--- src/rtl/ioctl_loader_bridge_if.sv ---
// Bundle of the HPS ioctl download port and the core loader write port.
// master: hps_io + core side (drives strobes and acks).
// slave: the bridge.
interface ioctl_loader_bridge_if #(
  parameter int ADDR_W = 19,
  parameter int NCH    = 2
);
  localparam int CH_W = (NCH > 1) ? $clog2(NCH) : 1;

  logic              ioctl_download;
  logic [7:0]        ioctl_index;
  logic              ioctl_wr;
  logic [24:0]       ioctl_addr;
  logic [7:0]        ioctl_dout;
  logic              ioctl_wait;

  logic [ADDR_W-1:0] ldr_adr;
  logic [7:0]        ldr_wdat;
  logic [CH_W-1:0]   ldr_ch;
  logic              ldr_wr;
  logic              ldr_ack;
  logic [NCH-1:0]    ldr_oe;
  logic [NCH-1:0]    ldr_done;
  logic              ldr_err;

  modport master (
    output ioctl_download, ioctl_index, ioctl_wr, ioctl_addr, ioctl_dout,
    input  ioctl_wait,
    input  ldr_adr, ldr_wdat, ldr_ch, ldr_wr, ldr_oe, ldr_done, ldr_err,
    output ldr_ack
  );

  modport slave (
    input  ioctl_download, ioctl_index, ioctl_wr, ioctl_addr, ioctl_dout,
    output ioctl_wait,
    output ldr_adr, ldr_wdat, ldr_ch, ldr_wr, ldr_oe, ldr_done, ldr_err,
    input  ldr_ack
  );
endinterface

--- src/rtl/ioctl_loader_bridge.sv ---
// Buffered multi-channel bridge from the hps_io ioctl download port to the
// core loader write port. Bytes are queued in a small FIFO and drained with a
// level-request / edge-acknowledge handshake. Per-channel busy/done flags are
// tracked, and a download restart is held off until the old one has drained.
module ioctl_loader_bridge #(
  parameter int ADDR_W = 19,
  parameter int DEPTH  = 8,
  parameter int NCH    = 2
) (
  input  logic                 clk_sys,
  input  logic                 rstn,
  ioctl_loader_bridge_if.slave bus
);
  localparam int CH_W = (NCH > 1) ? $clog2(NCH) : 1;
  localparam int PW   = $clog2(DEPTH);
  localparam int EW   = ADDR_W + 8;

  typedef enum logic [1:0] {IDLE, REQ, WAITLOW} state_t;

  // FIFO storage and pointers
  logic [EW-1:0]     mem [DEPTH];
  logic [PW-1:0]     wr_ptr, rd_ptr;
  logic [PW:0]       count;

  // download tracking
  logic              dl_q;       // registered ioctl_download
  logic              acc;        // bytes of the current download are accepted
  logic              busy;       // current channel still owes a completion
  logic              ended;      // falling edge seen for the current download
  logic              pend;       // restart waiting for the old download to drain
  logic [CH_W-1:0]   pend_ch;

  // loader side registers
  state_t            state;
  logic              ack_s, ack_q;
  logic              wr_reg;
  logic [ADDR_W-1:0] adr_reg;
  logic [7:0]        wdat_reg;
  logic [CH_W-1:0]   ch_reg;
  logic [NCH-1:0]    oe_reg, done_reg;
  logic              err_reg;

  logic              rise, fall, idx_ok, in_range, full;
  logic              push, drop, pop, complete, commit_pend;
  logic [CH_W-1:0]   new_ch;

  assign rise        = bus.ioctl_download & ~dl_q;
  assign fall        = ~bus.ioctl_download & dl_q;
  assign idx_ok      = (32'(bus.ioctl_index) < NCH);
  assign new_ch      = bus.ioctl_index[CH_W-1:0];
  assign in_range    = ((bus.ioctl_addr >> ADDR_W) == 25'd0);
  assign full        = (count == (PW+1)'(DEPTH));
  assign push        = bus.ioctl_wr & acc & ~full & in_range;
  assign drop        = bus.ioctl_wr & acc & (full | ~in_range);
  // Acknowledge edge is taken from the synchronised copy, one stage late.
  assign pop         = (state == REQ) & ack_s & ~ack_q;
  assign complete    = busy & (ended | fall) & (count == '0) & ~push
                     & (state != REQ) & ~ack_s;
  // A pending restart takes over only in the cycle after the old completion.
  assign commit_pend = pend & ~busy;

  assign bus.ioctl_wait = (count >= (PW+1)'(DEPTH-1)) | pend;
  assign bus.ldr_adr    = adr_reg;
  assign bus.ldr_wdat   = wdat_reg;
  assign bus.ldr_ch     = ch_reg;
  assign bus.ldr_wr     = wr_reg;
  assign bus.ldr_oe     = oe_reg;
  assign bus.ldr_done   = done_reg;
  assign bus.ldr_err    = err_reg;

  // FIFO data write; storage needs no reset since count guards reads
  always_ff @(posedge clk_sys) begin
    if (push) mem[wr_ptr] <= {bus.ioctl_addr[ADDR_W-1:0], bus.ioctl_dout};
  end

  // FIFO pointers and occupancy
  always_ff @(posedge clk_sys or negedge rstn) begin
    if (!rstn) begin
      wr_ptr <= '0;
      rd_ptr <= '0;
      count  <= '0;
    end else begin
      if (push) wr_ptr <= wr_ptr + 1'b1;
      if (pop)  rd_ptr <= rd_ptr + 1'b1;
      case ({push, pop})
        2'b10:   count <= count + 1'b1;
        2'b01:   count <= count - 1'b1;
        default: count <= count;
      endcase
    end
  end

  // Download start/end, restart hand-over and per-channel flags
  always_ff @(posedge clk_sys or negedge rstn) begin
    if (!rstn) begin
      // dl_q resets high so a download still asserted after reset is not
      // mistaken for a new start.
      dl_q     <= 1'b1;
      acc      <= 1'b0;
      busy     <= 1'b0;
      ended    <= 1'b0;
      pend     <= 1'b0;
      pend_ch  <= '0;
      ch_reg   <= '0;
      oe_reg   <= '0;
      done_reg <= '0;
      err_reg  <= 1'b0;
    end else begin
      dl_q <= bus.ioctl_download;
      if (drop) err_reg <= 1'b1;
      if (fall) begin
        acc   <= 1'b0;
        ended <= 1'b1;
      end
      if (complete) begin
        busy             <= 1'b0;
        oe_reg[ch_reg]   <= 1'b0;
        done_reg[ch_reg] <= 1'b1;
      end
      if (commit_pend) begin
        pend              <= 1'b0;
        ch_reg            <= pend_ch;
        oe_reg[pend_ch]   <= 1'b1;
        done_reg[pend_ch] <= 1'b0;
        err_reg           <= 1'b0;
        busy              <= 1'b1;
        ended             <= ~bus.ioctl_download;
        acc               <= bus.ioctl_download;
      end
      if (rise) begin
        if (!idx_ok) begin
          acc <= 1'b0;
        end else if (busy && !complete) begin
          pend    <= 1'b1;
          pend_ch <= new_ch;
          acc     <= 1'b0;
        end else begin
          ch_reg           <= new_ch;
          oe_reg[new_ch]   <= 1'b1;
          done_reg[new_ch] <= 1'b0;
          err_reg          <= 1'b0;
          busy             <= 1'b1;
          ended            <= 1'b0;
          acc              <= 1'b1;
        end
      end
    end
  end

  // Drain FSM: present head entry, wait for ack edge, then for ack release
  always_ff @(posedge clk_sys or negedge rstn) begin
    if (!rstn) begin
      state    <= IDLE;
      ack_s    <= 1'b0;
      ack_q    <= 1'b0;
      wr_reg   <= 1'b0;
      adr_reg  <= '0;
      wdat_reg <= '0;
    end else begin
      ack_s <= bus.ldr_ack;
      ack_q <= ack_s;
      case (state)
        IDLE: begin
          if (count != '0 && !ack_s) begin
            {adr_reg, wdat_reg} <= mem[rd_ptr];
            wr_reg              <= 1'b1;
            state               <= REQ;
          end
        end
        REQ: begin
          if (pop) begin
            wr_reg <= 1'b0;
            state  <= WAITLOW;
          end
        end
        WAITLOW: begin
          if (!ack_s) state <= IDLE;
        end
        default: state <= IDLE;
      endcase
    end
  end
endmodule

--- src/flat_wrapper.sv ---
// flat-port wrapper written by rule: the top's interface ports become plain ports
module ioctl_loader_bridge_flat 
#(
  parameter int ADDR_W = 19,
  parameter int DEPTH  = 8,
  parameter int NCH    = 2
)
  (clk_sys, rstn, bus_ioctl_download, bus_ioctl_index, bus_ioctl_wr, bus_ioctl_addr, bus_ioctl_dout, bus_ioctl_wait, bus_ldr_adr, bus_ldr_wdat, bus_ldr_ch, bus_ldr_wr, bus_ldr_oe, bus_ldr_done, bus_ldr_err, bus_ldr_ack);
  ioctl_loader_bridge_if #(.ADDR_W(ADDR_W), .NCH(NCH)) bus_i ();
  input  logic clk_sys;
  input  logic rstn;
  input wire logic [$bits(bus_i.ioctl_download)-1:0] bus_ioctl_download;
  input wire logic [$bits(bus_i.ioctl_index)-1:0] bus_ioctl_index;
  input wire logic [$bits(bus_i.ioctl_wr)-1:0] bus_ioctl_wr;
  input wire logic [$bits(bus_i.ioctl_addr)-1:0] bus_ioctl_addr;
  input wire logic [$bits(bus_i.ioctl_dout)-1:0] bus_ioctl_dout;
  output wire logic [$bits(bus_i.ioctl_wait)-1:0] bus_ioctl_wait;
  output wire logic [$bits(bus_i.ldr_adr)-1:0] bus_ldr_adr;
  output wire logic [$bits(bus_i.ldr_wdat)-1:0] bus_ldr_wdat;
  output wire logic [$bits(bus_i.ldr_ch)-1:0] bus_ldr_ch;
  output wire logic [$bits(bus_i.ldr_wr)-1:0] bus_ldr_wr;
  output wire logic [$bits(bus_i.ldr_oe)-1:0] bus_ldr_oe;
  output wire logic [$bits(bus_i.ldr_done)-1:0] bus_ldr_done;
  output wire logic [$bits(bus_i.ldr_err)-1:0] bus_ldr_err;
  input wire logic [$bits(bus_i.ldr_ack)-1:0] bus_ldr_ack;
  assign bus_i.ioctl_download = bus_ioctl_download;
  assign bus_i.ioctl_index = bus_ioctl_index;
  assign bus_i.ioctl_wr = bus_ioctl_wr;
  assign bus_i.ioctl_addr = bus_ioctl_addr;
  assign bus_i.ioctl_dout = bus_ioctl_dout;
  assign bus_ioctl_wait = bus_i.ioctl_wait;
  assign bus_ldr_adr = bus_i.ldr_adr;
  assign bus_ldr_wdat = bus_i.ldr_wdat;
  assign bus_ldr_ch = bus_i.ldr_ch;
  assign bus_ldr_wr = bus_i.ldr_wr;
  assign bus_ldr_oe = bus_i.ldr_oe;
  assign bus_ldr_done = bus_i.ldr_done;
  assign bus_ldr_err = bus_i.ldr_err;
  assign bus_i.ldr_ack = bus_ldr_ack;
  ioctl_loader_bridge #(.ADDR_W(ADDR_W), .DEPTH(DEPTH), .NCH(NCH)) u_core (.clk_sys(clk_sys), .rstn(rstn), .bus(bus_i));
endmodule
--- config.mk ---
export PLATFORM = sky130hd
export DESIGN_NAME = ioctl_loader_bridge_flat
export DESIGN_NICKNAME = d
export VERILOG_FILES = /design/src/rtl/ioctl_loader_bridge_if.sv /design/src/rtl/ioctl_loader_bridge.sv /design/src/flat_wrapper.sv
export SDC_FILE = /design/constraint.sdc
export NUM_CORES = 1
export LEC_CHECK = 0
export ABC_AREA = 0
export ABC_CLOCK_PERIOD_IN_PS = 10600
export BUFFER_PORTS_ARGS = -buffer_cell sky130_fd_sc_hd__buf_2
export CAP_MARGIN = 20
export CORE_ASPECT_RATIO = 1.1
export CORE_MARGIN = 4
export CORE_UTILIZATION = 60
export CTS_CLUSTER_SIZE = 25
export DETAILED_ROUTE_END_ITERATION = 6
export PLACE_DENSITY = 0.78
export SLEW_MARGIN = 20
export SYNTH_ARGS = -nofsm -noshare
export SYNTH_HDL_FRONTEND = slang
export SYNTH_SLANG_ARGS = --single-unit
--- constraint.sdc ---
create_clock -name clk_sys -period 10.6 [get_ports clk_sys]
set_input_delay 1.59 -clock clk_sys [delete_from_list [all_inputs] [get_ports clk_sys]]
set_output_delay 1.59 -clock clk_sys [all_outputs]
set_load 0.01 [all_outputs]
# [Yosys cells after proc, flatten, opt, wreduce, memory -nomap -nowiden]
# Memory sizes are Yosys's and may differ from the RTL's. A register that Yosys moved wholly into a read port is not among the register bits.
# Cells that the tools add are included.
[word_totals] register_bits=27 latchBits=0 ramBits=216 mem_bits_ro=0 input_bits=46 output_inout_bits=35 word_cells=146 n_memories=1
[mem_list] memory="u_core.mem" words=8 word_bits=27 rd=1 rd_ports_with_merged_regs=1 wr=1 line="ioctl_loader_bridge.sv:21" source="logic [EW-1:0] mem [DEPTH];"
[classes] addsub=4 multipliers=0 div_mod_pow=0 order_cmp=8 n_eq_ne=9 shift=0 muxes=54 n_bitwise=34 n_reduce_logical=19
[ops] op="1-bit two-way mux" n=35
[ops] op="2-bit two-way mux" n=13
[ops] op="25-bit zero test" n=1
[ops] op="1-bit bitwise AND" n=14
[ops] op="3-bit AND reduction" n=3
[ops] op="8-bit by 2-bit less-than comparator with 1-bit output, second input constant" n=1
[ops] op="1-bit NOT" n=8
[ops] op="4-bit one-hot mux with 2 select lines" n=1
[ops] op="3-bit by 1-bit adder with 3-bit output, second input constant" n=2
[ops] op="2-bit bitwise AND" n=3
[ops] op="1-bit by 2-bit less-than comparator with 1-bit output, second input constant" n=3
[ops] op="2-bit by 1-bit inequality test with 1-bit output, second input constant" n=3
[ops] op="2-bit NOT" n=3
[ops] op="2-bit bitwise OR" n=3
[ops] op="2-bit one-hot mux with 3 select lines" n=1
[ops] op="1-bit logical AND" n=5
[ops] op="4-bit by 1-bit adder with 4-bit output, second input constant" n=1
[ops] op="2-bit by 1-bit == test with 1-bit output, second input constant" n=2
[ops] op="2-bit == test, second input constant" n=2
[ops] op="4-bit == test, second input constant" n=1
[ops] op="4-bit by 3-bit greater-or-equal comparator with 1-bit output, second input constant" n=1
[ops] op="4-bit zero test" n=1
[ops] op="2-bit nonzero test" n=2
[ops] op="4-bit nonzero test" n=1
[ops] op="10 further kinds" n=18

# [Logic depth before layout (Yosys ltp)]
# Gate-level depths: netlist (run 1).
[logic_depth] word_depth=15 depth_mapped=10 mapped_depth_nobuf=9

# [Least setup slack after synthesis (run 1)]
# OpenSTA, ideal clock, no wires.
[synth_timing] kind="input -> register" from="input port bus_ioctl_addr[20]" to="memory u_core.mem[0][0] in the netlist's numbering (enable)" setup_time_ns=0.479 arrival_ns=5.383 required_time_ns=10.121 slack_ns=4.738 stages=4 path_buffers=1 cell_sequence="or4_4 -> or4_1 -> buf_6 -> nor4_1"
[synth_via] elab_chain_len=4
[synth_lines] item="from (decl)" line="flat_wrapper.sv:15" source="input wire logic [$bits(bus_i.ioctl_addr)-1:0] bus_ioctl_addr;"
[synth_lines] item="25-bit zero test" line="ioctl_loader_bridge.sv:51" source="assign in_range = ((bus.ioctl_addr >> ADDR_W) == 25'd0);"
[synth_lines] item="1-bit bitwise AND" line="ioctl_loader_bridge.sv:53" source="assign push = bus.ioctl_wr & acc & ~full & in_range;"
[synth_lines] item="1-bit two-way mux" line="ioctl_loader_bridge.sv:73" source="if (push) mem[wr_ptr] <= {bus.ioctl_addr[ADDR_W-1:0], bus.ioctl_dout};"
[synth_lines] item="1-bit two-way mux (implied by the code)" line="ioctl_loader_bridge.sv:73"
[synth_lines] item="to (decl)" line="ioctl_loader_bridge.sv:21"
# No other way between the ends.

# [Worst setup path after layout (run 1)]
[layout_timing] from="input port bus_ioctl_addr[20]" to="memory u_core.mem[1][23] in the netlist's numbering (enable)"
# The elaborated chain is that of the path after synthesis.

==> results.py, run 1 <==
metrics = {
    "status": {
        "status": "finished, final reports clean",
    },
    "sta": {
        "rsz0062_at_grt": "false",
        "max_freq_mhz": 219,
        "post-route-min-period_ps": 4570,
        "setup_viol": 0,
        "timing.final.ws_setup_ps": 6030,
        "tns_ps": 0,
        "worst_slew_pin_slew_ps": 1010,
        "finalMaxSlewViolations": 0,
        "min_period_over_period_pct": 43.2,
        "hold_viol": 0,
        "clock-skew-final_ps": 8.68,
        "slew_headroom_pct": 32.2,
    },
    "worst_setup_path": {
        "r2r_cells": 6,
        "start_kind": "input port",
        "critPathCaptureType": "flip-flop",
        "reg2reg_slack_ps": 7130,
        "critPathArrivalTime_ps": 4760,
        "r2r-end": "u_core.mem[1][23]",
        "path_max_fanout": 19,
        "worst_ep_required_time_ps": 10780,
        "r2r-start": "u_core.count[3]",
        "critical_path_class": "input port to flip-flop",
    },
    "place": {
        "routabilityCongestion": 0.747,
        "placement.io_buffers": 80,
        "dp_hpwl_mm": 11.3,
        "pre_cts_ws_ps": 5610,
    },
    "clock_network": {
        "cts_setup_buffers": 0,
        "cts_buffers": 26,
        "clkSinkCount": 270,
        "ctsHtreeMaxLevel": 1,
        "cts-root-buf": "clkbuf_16",
        "cts_tree": "built",
        "cts_hold_buf": 0,
        "clkSlewWorstSetupHoldPaths_ps": 60,
        "cts.path.max_buffers": 3,
        "clk_latency_ps": 520,
        "cts_resized": 0,
    },
    "cells_and_area": {
        "multi_input_area_sq_mm": 0.00245,
        "fillCellCount": 1072,
        "drive_gt1_share_pct": 31.2,
        "area_growth_pct": 15.7,
        "seqCellArea_sq_mm": 0.00785,
        "finalNetCount": 685,
    },
    "floorplanning": {
        "io_pins": 81,
        "start_util_pct": 61.0,
        "die_w_um": 133,
        "rows": 50,
        "coreArea_sq_mm": 0.0170,
        "die_h_um": 146,
        "dieArea_sq_mm": 0.0195,
    },
    "synth": {
        "synthSimpleGateAreaFrac_pct": 4.04,
        "netlist_top_cells_area": "edfxtp_1 63%, dfrtp_1 13%, mux4_2 12%",
        "ys_warn_count": 0,
        "yosysTopAreaCell": "edfxtp_1",
        "synthMuxAreaShare_pct": 14.5,
        "synth_edf_count": 216,
        "netlist_instances": 540,
        "synth-adder-area-share_pct": 0.796,
        "syn_nets": 592,
        "synth-seq-area-share_pct": 75.5,
        "synth-xor-area-share_pct": 0.675,
        "ys_seq_elements": 270,
        "avgSynthCellArea_sq_um": 19.2,
        "synth_top_family_by_area": "multiplexers",
        "yosysTopAreaCellShare_pct": 62.5,
        "netlist_area_sq_mm": 0.0104,
        "ys_types": 42,
        "ys_async_sr_fraction_pct": 20.0,
        "synth_ff_type": "edfxtp_1",
        "synth_compound_area_share_pct": 3.07,
    },
    "global_route": {
        "track_usage_pct": 21.4,
        "grt_pass1_vias": 5627,
        "grt_max_degree": 57,
        "grt_pass1_wl_mm": 32.2,
        "globalRouteOverflowTotal": 0,
        "grt_antenna_before_repair": 0,
    },
    "route": {
        "ant_nets": 0,
        "first_iter_violations": 365,
        "finalWirelength_mm": 20.1,
        "via_per_inst": 5.90,
        "dr.pass1.iters": 5,
        "routedWlPerCell_um": 22.6,
        "vias": 5238,
        "drc": 0,
    },
    "pwr": {
        "power_density_mw_per_mm2": 240,
        "ir_drop_mv": 0.167,
        "p_leak_uw": 0.00433,
    },
    "job": {
        "max_cap_viol_count": 0,
    },
    "worst_hold_path": {
        "hold_path_end": "u_core.ack_q",
        "holdPathStages": 0,
        "hold_class": "flip-flop to flip-flop",
        "hold_start": "u_core.ack_s",
    },
}
==> through the flow <==
step                      instance area (sq um)  hold slack (ps)  power (uW)  utilization (%)  instances
after floorplan                           10400              387        1750                -        540
after global placement                    11100              412        1910             65.1        839
after detailed placement                  11100              409        1930             65.1        839
after CTS                                 12000              425        2910             70.6        887
after global routing                      12000              458        3020             70.6        887
final                                     12000              427        2880             70.6        888
==> critical path: stages <==
cell and delay, ps:
buf_2 90, or4_4 520, or4_1 800, inv_1 230
nand2_1 270, nor3_2 770, buf_4 470
==> per-layer routing <==
metal	part of all wire, %	routed length [um]	global-route usage [%]
met1	41	8210	29.3
met2	52	10500	36.3
met3	4.9	989	3.67
met4	1.9	378	5.61
met5	0	0	0
==> flip-flops by register name, summed over array words and instances, names as in the netlist, 2 cells and up <==
register,flops
u_core.bus.ldr_oe,2
u_core.bus.ldr_done,2
u_core.rd_ptr,3
u_core.count,4
u_core.bus.ldr_adr,19
u_core.wr_ptr,3
u_core.state,2
u_core.mem,216
u_core.bus.ldr_wdat,8
==> final cells by class <==
cell class / count / area share, %
antenna: 1 / 0.0208
clock buffer: 39 / 6.42
clock inverter: 9 / 1.25
inverter: 10 / 0.313
multi-input combinational: 237 / 20.4
sequential: 270 / 65.3
tap: 234 / 2.44
timing repair buffer: 88 / 3.83
==> worst max path at each step <==
stage / startpoint / endpoint / cells after the start / slack, ps
2_1_floorplan: bus_ioctl_addr[20] / u_core.mem[0][0] / 4 / 4740
3_3_place_gp: bus_ioctl_addr[20] / u_core.mem[1][2] / 7 / 5830
3_5_place_dp: bus_ioctl_addr[20] / u_core.mem[1][2] / 7 / 5610
4_1_cts: bus_ioctl_addr[20] / u_core.mem[1][23] / 7 / 6000
5_1_grt: bus_ioctl_addr[20] / u_core.mem[1][23] / 7 / 5870
6_report: bus_ioctl_addr[20] / u_core.mem[1][23] / 7 / 6030
==> synth_stat cells, types with 2 or more instances <==
master	n
clkbuf_1	15
mux2i_1	28
or4_1	2
nor4_1	3
mux4_2	54
inv_1	10
nor2b_1	3
dfrtp_1	53
nor2_1	18
xnor2_1	5
o21a_1	2
a31oi_1	2
a21oi_1	12
nand2_1	37
nand2b_1	6
o21ai_0	31
buf_2	6
ha_1	5
nand3_1	2
nor3_1	7
xor2_1	3
edfxtp_1	216
==> report_power, final <==
part | internal (uW) | leakage [uW] | switching, uW
registers | 1220 | 0.00259 | 101
clock network | 599 | 0.000447 | 379
logic | 312 | 0.00129 | 274
==> cell usage in the layout, fill, tap and decap left out, types with 2 or more instances in the layout <==
cell type / count
mux4_2: 54
nand3_1: 2
a31oi_1: 2
dfrtp_2: 2
clkinv_2: 2
bufinv_16: 4
nor2_4: 3
ha_1: 5
nor3_1: 3
buf_4: 8
clkbuf_16: 27
mux2i_1: 28
xor2_1: 3
inv_1: 10
dfrtp_1: 50
clkbuf_8: 5
o21a_1: 2
nor2b_1: 3
xnor2_1: 5
nand2_1: 37
nor3_2: 4
nor4_1: 2
edfxtp_1: 216
clkbuf_1: 7
buf_2: 80
a21oi_1: 12
nor2_1: 15
o21ai_0: 31
nand2b_1: 6
==> cell families after synthesis <==
logic type | Yosys count
flip-flops | 270
AO/OA/AOI/OAI | 54
multiplexers | 83
buffers and inverters | 33
XOR/XNOR | 8
AND/OR/NAND/NOR | 86
adder cells (fa/ha/maj) | 6
Power figures use the tool's default switching activity.
==> inputs of run 2 (changes only) <==
--- a/config.mk
+++ b/config.mk
@@ -6,15 +6,15 @@
 export NUM_CORES = 1
 export LEC_CHECK = 0
 export ABC_AREA = 0
-export ABC_CLOCK_PERIOD_IN_PS = 10600
+export ABC_CLOCK_PERIOD_IN_PS = 4700
 export BUFFER_PORTS_ARGS = -buffer_cell sky130_fd_sc_hd__buf_2
 export CAP_MARGIN = 20
 export CORE_ASPECT_RATIO = 1.1
 export CORE_MARGIN = 4
-export CORE_UTILIZATION = 60
+export CORE_UTILIZATION = 59
 export CTS_CLUSTER_SIZE = 25
 export DETAILED_ROUTE_END_ITERATION = 6
-export PLACE_DENSITY = 0.78
+export PLACE_DENSITY = 0.77
 export SLEW_MARGIN = 20
 export SYNTH_ARGS = -nofsm -noshare
 export SYNTH_HDL_FRONTEND = slang
==> constraint.sdc (replaced) <==
create_clock -name clk_sys -period 4.7 [get_ports clk_sys]
set_input_delay 0.705 -clock clk_sys [delete_from_list [all_inputs] [get_ports clk_sys]]
set_output_delay 0.705 -clock clk_sys [all_outputs]
set_load 0.01 [all_outputs]
==> results.py, run 2 (synthesis gave the netlist of run 1 again) <==
metrics = {
    "clock_network": {
        "cts.path.max_buffers": 3,
        "clk_latency_ps": 520,
        "cts-root-buf": "clkbuf_16",
        "cts_hold_buf": 0,
        "clkSlewWorstSetupHoldPaths_ps": 60,
        "cts_buffers": 26,
        "cts_resized": 0,
        "ctsHtreeMaxLevel": 1,
        "cts_tree": "built",
        "cts_setup_buffers": 0,
        "clkSinkCount": 270,
    },
    "worst_setup_path": {
        "critPathArrivalTime_ps": 3420,
        "critical_path_class": "input port to flip-flop",
        "start_kind": "input port",
        "path_max_fanout": 27,
        "worst_ep_required_time_ps": 4840,
        "critPathCaptureType": "flip-flop",
    },
    "place": {
        "post_dp_cell_area_sq_mm": 0.0111,
        "dp_hpwl_mm": 11.4,
        "routabilityCongestion": 0.736,
        "placement.io_buffers": 80,
        "pre_cts_ws_ps": 903,
        "dp.cells": 843,
    },
    "global_route": {
        "globalRouteOverflowTotal": 0,
        "grt_max_degree": 56,
        "grt_pass1_wl_mm": 31.4,
        "track_usage_pct": 20.7,
        "grt_antenna_before_repair": 1,
        "grt_pass1_vias": 5594,
    },
    "floorplanning": {
        "io_pins": 81,
        "die_w_um": 134,
        "start_util_pct": 60.5,
        "rows": 50,
        "die_h_um": 147,
        "dieArea_sq_mm": 0.0198,
        "coreArea_sq_mm": 0.0171,
    },
    "sta": {
        "rsz0062_at_grt": "false",
        "tns_ps": 0,
        "max_freq_mhz": 305,
        "worst_slew_pin_slew_ps": 989,
        "hold_viol": 0,
        "min_period_over_period_pct": 69.7,
        "post-route-min-period_ps": 3280,
        "slew_headroom_pct": 34.1,
        "timing.final.ws_setup_ps": 1420,
        "holdWs_ps": 303,
        "clock-skew-final_ps": 11.7,
        "finalMaxSlewViolations": 0,
        "setup_viol": 0,
    },
    "pwr": {
        "ir_drop_mv": 0.399,
        "p_leak_uw": 0.00431,
        "power_density_mw_per_mm2": 526,
    },
    "job": {
        "max_cap_viol_count": 0,
    },
    "cells_and_area": {
        "largest_register": "u_core.mem",
        "final_common_cell": "edfxtp_1",
        "final_cell_mix": "216 x edfxtp_1, 80 x buf_2, 54 x mux4_2, 50 x dfrtp_1, 37 x nand2_1",
        "drive_gt1_share_pct": 31.2,
        "diodes": 0,
        "instances_no_fill": 891,
        "stdcell_area_sq_mm": 0.0120,
        "area_growth_pct": 15.3,
        "largest_reg_flops": 216,
        "finalNetCount": 689,
    },
    "route": {
        "vias": 5228,
        "first_iter_violations": 381,
        "routedWlPerCell_um": 21.9,
        "via_per_inst": 5.87,
        "drc": 0,
        "dr.pass1.iters": 5,
        "ant_nets": 0,
        "finalWirelength_mm": 19.5,
    },
    "status": {
        "status": "finished, final reports clean",
    },
    "worst_hold_path": {
        "hold_class": "input port to flip-flop",
    },
}
==> run 2: worst paths after layout <==
check / startpoint / to / slack (ps) / cells past startpoint
setup / recovery: bus_ioctl_addr[20] / u_core.mem[5][12] / 1420 / 6
hold / removal: bus_ldr_ack / u_core.ack_s / 300 / 1
setup reg to reg: u_core.count[3] / u_core.mem[5][12] / 1640 / 5
hold reg to reg: u_core.ack_s / u_core.ack_q / 440 / 0
max in group asynchronous: rstn / u_core.rd_ptr[0] / 3810 / 2
min in group asynchronous: rstn / u_core.count[0] / 340 / 2
==> run 2: through the flow <==
| stage | util (%) | power (uW) |
|---|---|---|
| finish | 69.8 | 6300 |
| global route | 69.8 | 6630 |
| CTS | 69.8 | 6370 |
| detailed placement | 65.0 | 4350 |
| global placement | 65.0 | 4310 |
| floorplan | - | 3940 |
==> run 2: final cells by class <==
class | count | area (sq um)
clock buffer | 34 | 712
clock inverter | 14 | 118
fill | 1071 | 5180
inverter | 10 | 37.5
multi-input combinational | 237 | 2460
sequential | 270 | 7850
tap | 234 | 293
timing repair buffer | 92 | 503
==> run 2: where the power goes <==
| part | switching [uW] | internal (uW) |
|---|---|---|
| Clock | 832 | 1180 |
| Combinational | 541 | 702 |
| Sequential | 304 | 2740 |
| Total | 1680 | 4620 |
==> run 2: routing by layer <==
metal,part of all wire [%],vias up,GRT usage [%]
li1,-,2333,-
met1,39,2671,27.6
met2,52,187,35.5
met3,6.6,35,3.53
met4,1.8,2,5.96
met5,0.067,-,0
==> run 2: critical path: stages <==
cell     delay, ps
buf_2          100
or4_4          520
or4_1          840
inv_1          200
nand2_1        240
nor2_4         790
==> inputs of run 3 (changes only) <==
--- a/config.mk
+++ b/config.mk
@@ -6,15 +6,15 @@
 export NUM_CORES = 1
 export LEC_CHECK = 0
 export ABC_AREA = 0
-export ABC_CLOCK_PERIOD_IN_PS = 4700
+export ABC_CLOCK_PERIOD_IN_PS = 2900
 export BUFFER_PORTS_ARGS = -buffer_cell sky130_fd_sc_hd__buf_2
 export CAP_MARGIN = 20
 export CORE_ASPECT_RATIO = 1.1
 export CORE_MARGIN = 4
-export CORE_UTILIZATION = 59
+export CORE_UTILIZATION = 54
 export CTS_CLUSTER_SIZE = 25
 export DETAILED_ROUTE_END_ITERATION = 6
-export PLACE_DENSITY = 0.77
+export PLACE_DENSITY = 0.74
 export SLEW_MARGIN = 20
 export SYNTH_ARGS = -nofsm -noshare
 export SYNTH_HDL_FRONTEND = slang
==> constraint.sdc (replaced) <==
create_clock -name clk_sys -period 2.9 [get_ports clk_sys]
set_input_delay 0.435 -clock clk_sys [delete_from_list [all_inputs] [get_ports clk_sys]]
set_output_delay 0.435 -clock clk_sys [all_outputs]
set_load 0.01 [all_outputs]
==> results.py, run 3 (synthesis gave the netlist of run 1 again) <==
metrics = {
    "floorplanning": {
        "start_util_pct": 55.6,
        "rows": 52,
        "die_h_um": 153,
        "die_w_um": 140,
        "io_pins": 81,
        "dieArea_sq_mm": 0.0215,
        "coreArea_sq_mm": 0.0187,
    },
    "worst_setup_path": {
        "r2r-end": "u_core.count[3]",
        "cp_top_family": "simple AND/OR/NAND/NOR gates",
        "slowest_delay_ps": 580,
        "path_buf_inv": 0,
        "critPathCaptureType": "flip-flop",
        "r2r_cells": 9,
        "path_max_fanout": 4,
        "reg2reg_slack_ps": 340,
        "slowest_stage": "or4_4",
        "worst_ep_required_time_ps": 3300,
        "start_kind": "flip-flop",
        "crit_chain": "nor4b_1 -> or4_4 -> ha_1 -> ha_1 -> a21o_1 -> a21oi_1 -> xnor2_1 -> nor2_1 -> xor2_1",
        "path_common_cell": "ha_1",
        "critical_path_class": "flip-flop to flip-flop",
        "critPathArrivalTime_ps": 2960,
        "r2r-start": "u_core.count[3]",
    },
    "worst_hold_path": {
        "hold_class": "input port to flip-flop",
        "hold_path_end": "u_core.ack_s",
        "hold_start": "bus_ldr_ack",
        "holdPathStages": 1,
    },
    "sta": {
        "slew_headroom_pct": 55.8,
        "hold_viol": 0,
        "timing.final.ws_setup_ps": 337,
        "rsz0062_at_grt": "false",
        "setup_viol": 0,
        "min_period_over_period_pct": 88.4,
        "worst_slew_pin_slew_ps": 663,
        "finalMaxSlewViolations": 0,
        "max_freq_mhz": 390,
        "post-route-min-period_ps": 2560,
        "tns_ps": 0,
        "clock-skew-final_ps": 14.8,
    },
    "pwr": {
        "p_leak_uw": 0.00451,
        "power.total_uw": 10800,
        "ir_drop_mv": 0.603,
        "power_density_mw_per_mm2": 875,
    },
    "cells_and_area": {
        "drive_gt1_share_pct": 33.8,
        "area_growth_pct": 19.4,
        "multi_input_area_sq_mm": 0.00249,
        "final_common_cell": "edfxtp_1",
        "seqCellArea_sq_mm": 0.00785,
        "stdcell_area_sq_mm": 0.0124,
        "diodes": 0,
        "fillCellCount": 1202,
        "finalNetCount": 709,
        "largest_register": "u_core.mem",
        "final_cell_mix": "216 x edfxtp_1, 79 x buf_2, 54 x mux4_2, 50 x dfrtp_1, 37 x nand2_1",
        "largest_reg_flops": 216,
        "final_util_pct": 66.3,
    },
    "global_route": {
        "grt_max_degree": 42,
        "grt_antenna_before_repair": 1,
        "grt_pass1_vias": 5725,
        "grt_pass1_wl_mm": 32.2,
        "track_usage_pct": 19.1,
        "globalRouteOverflowTotal": 0,
    },
    "place": {
        "routabilityCongestion": 0.761,
        "dp_hpwl_mm": 12.5,
        "placement.io_buffers": 80,
        "pre_cts_ws_ps": -37.6,
        "post_dp_cell_area_sq_mm": 0.0114,
    },
    "clock_network": {
        "cts_buffers": 27,
        "clkSlewWorstSetupHoldPaths_ps": 60,
        "cts.path.max_buffers": 3,
        "clkSinkCount": 270,
        "cts_hold_buf": 0,
        "cts-root-buf": "clkbuf_16",
        "cts_setup_buffers": 0,
        "cts_resized": 0,
        "ctsHtreeMaxLevel": 1,
        "cts_tree": "built",
        "clk_latency_ps": 530,
    },
    "route": {
        "wl_met3_mm": 1.18,
        "finalWirelength_mm": 20.1,
        "top_layer_used": "met5",
        "drc": 0,
        "wl_met2_mm": 10.2,
        "vias": 5322,
        "first_iter_violations": 338,
        "dr.pass1.iters": 4,
        "via_per_inst": 5.78,
        "ant_nets": 0,
        "wl_met1_mm": 8.40,
        "routedWlPerCell_um": 21.8,
    },
    "job": {
        "max_cap_viol_count": 0,
    },
    "status": {
        "status": "finished, final reports clean",
    },
}
-- run 3: changes by cell type in the layout (fill, tap and decap cells not counted), sizes merged --
cell / before / now
clkinv: 11 / 7
clkbuf: 34 / 35
dlygate4sd3: 0 / 1
buf: 92 / 110
bufinv: 2 / 7
-- run 3: how the worst max path moves through the flow --
stage / from / to / slack, ps / cells past startpoint
after floorplan: bus_ioctl_addr[20] / u_core.mem[6][0] / -160 / 4
after global placement: bus_ioctl_addr[20] / u_core.count[3] / 50 / 10
after detailed placement: bus_ioctl_addr[20] / u_core.count[3] / -40 / 10
after CTS: u_core.count[3] / u_core.count[3] / 330 / 9
after global routing: u_core.count[3] / u_core.count[3] / 260 / 9
final: u_core.count[3] / u_core.count[3] / 340 / 9
-- run 3: cell type report --
cell class,count,share of cell area [%]
flip-flops and latches,270,63.3
multi-input cells,237,20.1
repair buffers,111,5.96
clock buffers,35,5.86
well taps,243,2.45
clock inverters,15,2.03
inverters,10,0.303
-- run 3: through the flow --
step | instances | hold slack [ps]
finish | 921 | 42.4
floorplan | 540 | 139
global placement | 870 | 406
CTS | 920 | 22.5
detailed placement | 870 | 416
global route | 921 | 16.5
-- run 3: metal layers --
metal  GRT usage, %  vias to the layer above
li1               -                     2365
met1           26.6                     2775
met2           32.4                      151
met3           3.28                       29
met4           4.06                        2
met5              0                        -
-- run 3: where the power goes --
part	total [uW]	switching [uW]	leakage [uW]	internal, uW
Sequential	4830	381	0.00259	4440
Clock	3770	1390	0.000480	2380
Combinational	2250	1040	0.00143	1210
Total	10800	2810	0.00451	8040
